===== config.mk =====
export PLATFORM = sky130hd
export DESIGN_NAME = movwide_encoder
export DESIGN_NICKNAME = d
export VERILOG_FILES = /design/src/rtl/movwide_encoder_pkg.sv /design/src/rtl/movwide_encoder_pick.sv /design/src/rtl/movwide_encoder.sv
export SDC_FILE = /design/constraint.sdc
export NUM_CORES = 1
export LEC_CHECK = 0
export ABC_AREA = 0
export CORE_ASPECT_RATIO = 0.7
export CORE_UTILIZATION = 55
export CTS_CLUSTER_DIAMETER = 50
export CTS_CLUSTER_SIZE = 24
export DETAILED_ROUTE_END_ITERATION = 8
export PLACE_DENSITY = 0.86
export SYNTH_ARGS = -nofsm -noshare
export SYNTH_HDL_FRONTEND = slang
export SYNTH_SLANG_ARGS = --single-unit

===== constraint.sdc =====
create_clock -name CLK -period 6.5 [get_ports CLK]
set_input_delay 0.65 -clock CLK [delete_from_list [all_inputs] [get_ports CLK]]
set_output_delay 0.65 -clock CLK [all_outputs]
set_load 0.05 [all_outputs]

===== src/rtl/movwide_encoder_pkg.sv =====
// Shared opcodes, field positions and state encoding for the
// LEGv8 MOVZ/MOVK wide-immediate instruction path.
package movwide_encoder_pkg;

    localparam logic [8:0] MOVZ_OPC = 9'b110100101;
    localparam logic [8:0] MOVK_OPC = 9'b111100101;

    localparam int OPC_MSB   = 31;
    localparam int HW_LSB    = 21;
    localparam int IMM16_LSB = 5;

    localparam logic [0:0] IDLE = 1'b0;
    localparam logic [0:0] EMIT = 1'b1;

    function automatic logic [31:0] mw_instr(
        input logic [8:0]  opc,
        input logic [1:0]  hw,
        input logic [15:0] imm,
        input logic [4:0]  rd
    );
        logic [31:0] w;
        w = '0;
        w[OPC_MSB -: 9]     = opc;
        w[HW_LSB +: 2]      = hw;
        w[IMM16_LSB +: 16]  = imm;
        w[4:0]              = rd;
        return w;
    endfunction

endpackage


===== src/rtl/movwide_encoder_pick.sv =====
// Lowest-set-bit picker over the pending halfword mask: one-hot,
// binary halfword index and a single-bit-remaining flag.
module movwide_pick (
    input  logic [3:0] i_pend,
    output logic [3:0] o_onehot,
    output logic [1:0] o_hw,
    output logic       o_single
);

    always_comb begin
        o_onehot = 4'b0000;
        o_hw     = 2'd0;
        // Several bits may be set; lowest index wins.
        priority case (1'b1)
            i_pend[0]: begin
                o_onehot = 4'b0001;
                o_hw     = 2'd0;
            end
            i_pend[1]: begin
                o_onehot = 4'b0010;
                o_hw     = 2'd1;
            end
            i_pend[2]: begin
                o_onehot = 4'b0100;
                o_hw     = 2'd2;
            end
            i_pend[3]: begin
                o_onehot = 4'b1000;
                o_hw     = 2'd3;
            end
            default: begin
                o_onehot = 4'b0000;
                o_hw     = 2'd0;
            end
        endcase
    end

    assign o_single = (i_pend != 4'd0)
                   && ((i_pend & (i_pend - 4'd1)) == 4'd0);

endmodule


===== src/rtl/movwide_encoder.sv =====
// Streams a 64-bit constant out as a MOVZ/MOVK sequence, one word
// per accepted handshake, lowest halfword first.
module movwide_encoder
    import movwide_encoder_pkg::*;
#(
    parameter bit SKIP_ZERO = 1'b1
) (
    input  logic        CLK,
    input  logic        Reset,
    input  logic        InValid,
    output logic        InReady,
    input  logic [63:0] Value,
    input  logic [4:0]  Rd,
    output logic        OutValid,
    input  logic        OutReady,
    output logic [31:0] Instr,
    output logic        Last,
    output logic        Busy
);

    logic [0:0]  r_state;
    logic [63:0] r_value;
    logic [4:0]  r_rd;
    logic [3:0]  r_pend;
    logic [3:0]  r_hot;
    logic [31:0] r_instr;
    logic        r_valid;
    logic        r_last;

    logic [3:0]  w_pend_raw;
    logic [3:0]  w_pend_new;
    logic [3:0]  w_pend_next;
    logic [3:0]  w_sel_pend;
    logic [3:0]  w_sel_hot;
    logic [1:0]  w_sel_hw;
    logic        w_sel_single;
    logic [63:0] w_sel_value;
    logic [4:0]  w_sel_rd;
    logic [15:0] w_sel_imm;
    logic [8:0]  w_sel_opc;
    logic [31:0] w_sel_instr;
    logic        w_idle;

    assign w_idle = (r_state == IDLE);

    always_comb begin
        w_pend_raw = 4'b0000;
        for (int h = 0; h < 4; h++) begin
            w_pend_raw[h] = SKIP_ZERO ? (Value[16*h +: 16] != 16'h0) : 1'b1;
        end
    end

    // A zero constant still needs one MOVZ to clear the register.
    assign w_pend_new  = (w_pend_raw == 4'd0) ? 4'b0001 : w_pend_raw;
    assign w_pend_next = r_pend & ~r_hot;

    assign w_sel_pend  = w_idle ? w_pend_new : w_pend_next;
    assign w_sel_value = w_idle ? Value : r_value;
    assign w_sel_rd    = w_idle ? Rd : r_rd;
    assign w_sel_opc   = w_idle ? MOVZ_OPC : MOVK_OPC;

    movwide_pick u_pick (
        .i_pend   (w_sel_pend),
        .o_onehot (w_sel_hot),
        .o_hw     (w_sel_hw),
        .o_single (w_sel_single)
    );

    assign w_sel_imm   = w_sel_value[{w_sel_hw, 4'b0000} +: 16];
    assign w_sel_instr = mw_instr(w_sel_opc, w_sel_hw, w_sel_imm, w_sel_rd);

    always_ff @(posedge CLK) begin
        if (Reset) begin
            r_state <= IDLE;
            r_value <= '0;
            r_rd    <= '0;
            r_pend  <= '0;
            r_hot   <= '0;
            r_instr <= '0;
            r_valid <= 1'b0;
            r_last  <= 1'b0;
        end else if (w_idle) begin
            if (InValid) begin
                r_state <= EMIT;
                r_value <= Value;
                r_rd    <= Rd;
                r_pend  <= w_pend_new;
                r_hot   <= w_sel_hot;
                r_instr <= w_sel_instr;
                r_valid <= 1'b1;
                r_last  <= w_sel_single;
            end
        end else if (r_valid && OutReady) begin
            if (r_last) begin
                r_state <= IDLE;
                r_pend  <= '0;
                r_hot   <= '0;
                r_valid <= 1'b0;
                r_last  <= 1'b0;
            end else begin
                r_pend  <= w_pend_next;
                r_hot   <= w_sel_hot;
                r_instr <= w_sel_instr;
                r_last  <= w_sel_single;
            end
        end
    end

    assign InReady  = w_idle;
    assign Busy     = (r_state == EMIT);
    assign OutValid = r_valid;
    assign Instr    = r_instr;
    assign Last     = r_last;

endmodule


# ---- After elaboration in Yosys (flattened, before gate mapping)
# Index checks and enable logic that the tools add are counted.
dict set report op_classes {
  add_sub_neg 1
  multipliers 0
  div 0
  order_cmp 0
  n_eq_ne 3
  shifts 1
  n_mux 37
  n_bitwise 4
  n_reduce_logical 14
}
# operator n
set op_table {}
lappend op_table {{32-bit two-way mux} 4}
lappend op_table {{64-bit two-way mux} 1}
lappend op_table {{16-bit nonzero test} 4}
lappend op_table {{64-bit by 7-bit variable part select with 16-bit output} 1}
lappend op_table {{4-bit two-way mux} 14}
lappend op_table {{1-bit two-way mux} 12}
lappend op_table {{4-bit AND} 2}
lappend op_table {{4-bit logical NOT} 2}
lappend op_table {{2-bit two-way mux} 4}
lappend op_table {{7-bit two-way mux} 1}
lappend op_table {{3-bit AND reduction} 2}
lappend op_table {{5-bit two-way mux} 1}
lappend op_table {{2-bit by 1-bit inequality test with 1-bit output (second input constant)} 2}
lappend op_table {{4-bit inverter} 1}
lappend op_table {{2-bit AND reduction} 2}
lappend op_table {{4-bit nonzero test} 1}
lappend op_table {{4-bit by 1-bit subtractor with 4-bit output (second input constant)} 1}
lappend op_table {{1-bit logical AND} 2}
lappend op_table {{2-bit inequality test (second input constant)} 1}
lappend op_table {{2-bit nonzero test} 1}
lappend op_table {{1-bit inverter} 1}
dict set report totals {
  ff_bits 112
  latchBits 0
  ram_bits 0
  mem_bits_ro 0
  input_bits 73
  output_inout_bits 36
  wordCells 68
  mem_count 0
}

# ---- Depth between registers and ports, before layout
dict set report depth {
  ltp_word 12
  mapped_depth 10
}

# ---- Modules after synthesis
# From an unflattened synthesis, not the netlist that was laid out.
dict set report hier_totals {
  hier_cells 554
  hier_area_um2 5046.1
}
# mod n_inst cells_per_inst area_per_inst_um2 seq_area_each_um2
set by_module_without_submodules {}
lappend by_module_without_submodules {movwide_encoder 1 541 4943.5 2102.0}
lappend by_module_without_submodules {movwide_pick 1 13 102.6 0.0}

# ---- Worst setup path before layout
# No wires, ideal clock.
dict set report synth_path {
  path_kind {register -> register}
  from {register r_state (netlist: Busy)}
  to {register r_instr[18] (netlist: Instr[18])}
  t_arrival_ns 2.613
  slack_ns 3.745
  path_stages_with_launch 8
  path_buffers 3
  synth_period_minus_slack_ns 2.755
  path_cell_list {dfxtp_1 buf_2 inv_1 buf_2 clkbuf_1 mux4_2 nand2_1 a311oi_1}
}
dict set report synth_via {
  elab_chain_len 9
  word_cells_on_any_way 15
  cone_classes {2 x eq/ne; 1 x shift; 10 x mux; 2 x reduce/logical}
}
# element line
set synth_lines {}
lappend synth_lines {{from (decl)} movwide_encoder.sv:21} ;# logic [0:0] r_state;
lappend synth_lines {{from (signal assigned)} movwide_encoder.sv:74} ;# r_state <= IDLE;
lappend synth_lines {{from (signal assigned)} movwide_encoder.sv:84} ;# r_state <= EMIT;
lappend synth_lines {{from (signal assigned)} movwide_encoder.sv:95} ;# r_state <= IDLE;
lappend synth_lines {{4-bit two-way mux} movwide_encoder.sv:57} ;# assign w_sel_pend = w_idle ? w_pend_new : w_pend_next;
lappend synth_lines {{2-bit two-way mux (4 in series)} movwide_encoder_pick.sv:14} ;# priority case (1'b1)
lappend synth_lines {{64-bit by 7-bit variable part select with 16-bit output} movwide_encoder.sv:69} ;# assign w_sel_imm = w_sel_value[{w_sel_hw, 4'b0000} +: 16];
lappend synth_lines {{32-bit two-way mux} movwide_encoder.sv:94} ;# if (r_last) begin
lappend synth_lines {{32-bit two-way mux} movwide_encoder.sv:93} ;# end else if (r_valid && OutReady) begin
lappend synth_lines {{32-bit two-way mux} movwide_encoder.sv:82} ;# end else if (w_idle) begin
lappend synth_lines {{to (signal assigned)} movwide_encoder.sv:89} ;# r_instr <= w_sel_instr;
lappend synth_lines {{to (signal assigned)} movwide_encoder.sv:103} ;# r_instr <= w_sel_instr;
lappend synth_lines {{to (decl)} movwide_encoder.sv:26} ;# logic [31:0] r_instr;
# Parallel ways exist; a longest one is shown, timed or not. The select of a mux whose other input is x is not followed.
# A chain may end at the register's enable or synchronous reset.

# ---- Worst setup path in the final report
dict set report layout_path {
  from {input port Value[36]}
  to {register r_instr[7] (netlist: Instr[7])}
}
dict set report layout_via {
  elab_chain_len 12
  word_cells_on_any_way 13
  cone_classes {1 x shift; 10 x mux; 2 x reduce/logical}
}
# element line
set layout_lines {}
lappend layout_lines {{from (decl)} movwide_encoder.sv:12} ;# input logic [63:0] Value,
lappend layout_lines {{16-bit nonzero test (*)} movwide_encoder.sv:49} ;# w_pend_raw[h] = SKIP_ZERO ? (Value[16*h +: 16] != 16'h0) : 1'b1;
lappend layout_lines {{4-bit logical NOT} movwide_encoder.sv:54} ;# assign w_pend_new = (w_pend_raw == 4'd0) ? 4'b0001 : w_pend_raw;
lappend layout_lines {{4-bit two-way mux (*)} movwide_encoder.sv:54}
lappend layout_lines {{4-bit two-way mux (*)} movwide_encoder.sv:57}
lappend layout_lines {{2-bit two-way mux (3 in series)} movwide_encoder_pick.sv:14}
lappend layout_lines {{2-bit two-way mux (*)} movwide_encoder_pick.sv:14}
lappend layout_lines {{64-bit by 7-bit variable part select with 16-bit output (*)} movwide_encoder.sv:69}
lappend layout_lines {{32-bit two-way mux} movwide_encoder.sv:94}
lappend layout_lines {{32-bit two-way mux} movwide_encoder.sv:93}
lappend layout_lines {{32-bit two-way mux (*)} movwide_encoder.sv:82}
# Every way passes the cells marked *; elsewhere a longest branch is shown, timed or not. The select of a mux whose other input is x is not followed.

==> run summary <==
Crit path DAT - 3.78 ns
Most frequent cells in the layout - nand2_1 (163), dfxtp_1 (104), clkdlybuf4s50_1 (104), a21oi_1 (75), nor2_1 (35)
Horiz. Die Dim - 116 µm
Largest net degree at the start of global routing - 107
Worst-Margin Slew - 1.19 ns
Setup crit end kind - register
Rows - 28
Crit-path slowest cell - o22a_4
1st-pass router iterations - 6
Cells after Synth - 594
R2R setup slack - 3.37 ns
Clk_lat worst skew - 0.35 ns
Final Cycle Share - 54.3%
Layout area overhead - 24.6%
Reg area - 2100 µm²
CTS Hold Buffers Added - 0
Crit Path Max Fanout - 49
Clock root buffer - clkbuf_16
Die ar. - 9460 µm²
Crit path required time - 6.75 ns
Critical Path Source Type - input port
Detailed-route via count - 4869
Mapped cell area - 4990 µm²
Yosys cell types - 44
Max Slew Vio Count - 0
H-tree levels - 3
Setup bufs post-CTS - 0
Max Cap Viol - 0
Ports - 109
Cts repair resizes - 0
Clk buf depth - 2
Starting Density - 57.9%
Gr ovfl total - 0
Most common cell after layout, fill and taps aside - nand2_1
VDD IR max - 149 µV
Residual DRC - 0
Pwr/cell area - 254 nW/µm²
Syn Area/Cell - 8.40 µm²
First-pass GRT wire length - 22100 µm
Drt total wl - 14500 µm
Fill count - 675
Nets - 734
Fin util - 72.1%
Initial antenna violation count - 0
Setup violations, final - 0
Reg clk slew, reported paths - 0.06 ns
Class of the worst hold path - register to register
#FFs+latches synth - 105
Number of clock sinks - 105
Share of the synthesized area in the top cell type - 42.1%
Fin. Hold Viols - 0
IO buf count - 105
Die height - 81.7 µm
Wirelength per Cell - 18.5 µm
Skew final - 0.00523 ns
Proportion of layout cells with a drive suffix above 1 - 6.17%
CTS tree - built
Leak pwr - 0.00221 µW
Crit-path leading delay family - compound AO/OA/AOI/OAI gates
CORE AREA - 8620 µm²
Max Clock Freq - 283 MHz
Overall Global Routing Usage - 31.1%
Detailed placement HPWL - 9730 µm
Number of diodes - 0
Worst path max stage delay - 0.70 ns
Multi-input logic area - 2630 µm²
TritonCTS Buffers - 9
DR vias/cell - 6.21
Synth area leaders - dfxtp_1 (42%), nand2_1 (12%), a21oi_1 (7.6%), mux4_2 (7.2%), mux2i_1 (4.0%)
Vias in the first global route - 4432
RSZ-0062 raised after global routing - no
ANT nets after route - 0
Setup TNS - 0 ns
Cell taking the most area after synthesis - dfxtp_1
YS warnings - 0
Buf/Inv on CP - 1
Crit path cell chain - clkdlybuf4s50_1 -> nor4_1 -> a41oi_1 -> a211oi_1 -> o22a_4 -> mux4_2 -> nand2_1 -> a311oi_1
Critical path type - input port to register
Status - complete, no violations
Detailed Route Iter0 Violations - 509
Routability cong. - 0.864
Sequential-to-total area share from yosys stat - 42.1%
Slew margin rel. - 20.2%
Tmin final - 3.53 ns
## area by class of cell
type	instances	area share [%]
clock buffers	13	3.86
multi-input cells	434	42.3
inverters	1	0.0604
flip-flops and latches	105	33.8
clock inverters	1	0.0805
repair buffers	110	17.4
well taps	120	2.42
## through the flow
stage	cell area (µm²)	worst slack (ns)	std cells	hold slack, ns	total power (µW)
floorplan	5000	3.74	596	0.432	977
global placement	5970	2.75	770	0.439	1100
detailed placement	5970	2.65	770	0.444	1110
CTS	6220	3.00	784	0.455	1580
finish	6220	2.97	784	0.454	1580
global route	6220	2.70	784	0.471	1630
## registers in the layout, indices dropped and copies added, names as in the netlist
register  cells
r_pend        4
r_rd          5
Busy          1
OutValid      1
Last          1
Instr        25
r_value      64
r_hot         4
## path summary, 6_finish.rpt
| check | to | cells after the start | from |
|---|---|---|---|
| worst max register to register | Instr[7] | 7 | Busy |
| worst min register to register | r_value[51] | 2 | r_value[51] |
| worst max-delay path | Instr[7] | 8 | Value[36] |
| worst min-delay path | r_value[51] | 2 | r_value[51] |
## routing by layer
metal	track usage (%)	part of all wire [%]	vias up
met3	8.86	9.9	29
li1	-	-	2246
met5	0	0	-
met4	11.9	2.3	0
met2	51.1	47	252
met1	39.2	41	2342
## kinds of logic (layout without fill, tap and decap cells)
| family | after synthesis | after routing | synth area share (%) |
|---|---|---|---|
| muxes | 37 | 37 | 11.5 |
| buffers and inverters | 57 | 125 | 5.72 |
| AOI/OAI and AO/OA | 153 | 153 | 20.4 |
| DFF | 105 | 105 | 42.1 |
| other | 1 | 3 | 0.0752 |
| and+or+nand+nor | 241 | 241 | 20.2 |
## cell usage after synthesis, drive strengths merged
library cell	count
a22oi	1
mux4	16
nand2	164
o211ai	1
o21a	2
o221a	2
and4	3
a41o	1
dfxtp	105
a211o	16
or3	1
conb	1
o22a	1
nor4	16
nor3	3
nor3b	1
nor2b	2
or2	1
a2bb2oi	2
nand4	2
mux2i	20
clkbuf	37
buf	19
nor2	35
a211oi	24
a32oi	2
mux2	1
nand3	6
nand2b	3
a41oi	1
a21boi	1
and2	2
a31oi	2
a311oi	16
a21oi	76
inv	1
o21ai	5
nand3b	2
## report_power, final
part           internal (µW)  total (µW)  switching, µW
Sequential               689         717           27.8
Clock                    256         479            223
Combinational            155         385            231
## worst min-delay path, cell delays in order (launching register included)
cell and delay (ns):
dfxtp_1 0.31, nand2_1 0.05, a21oi_1 0.05
(Power assumes the default switching activity.)
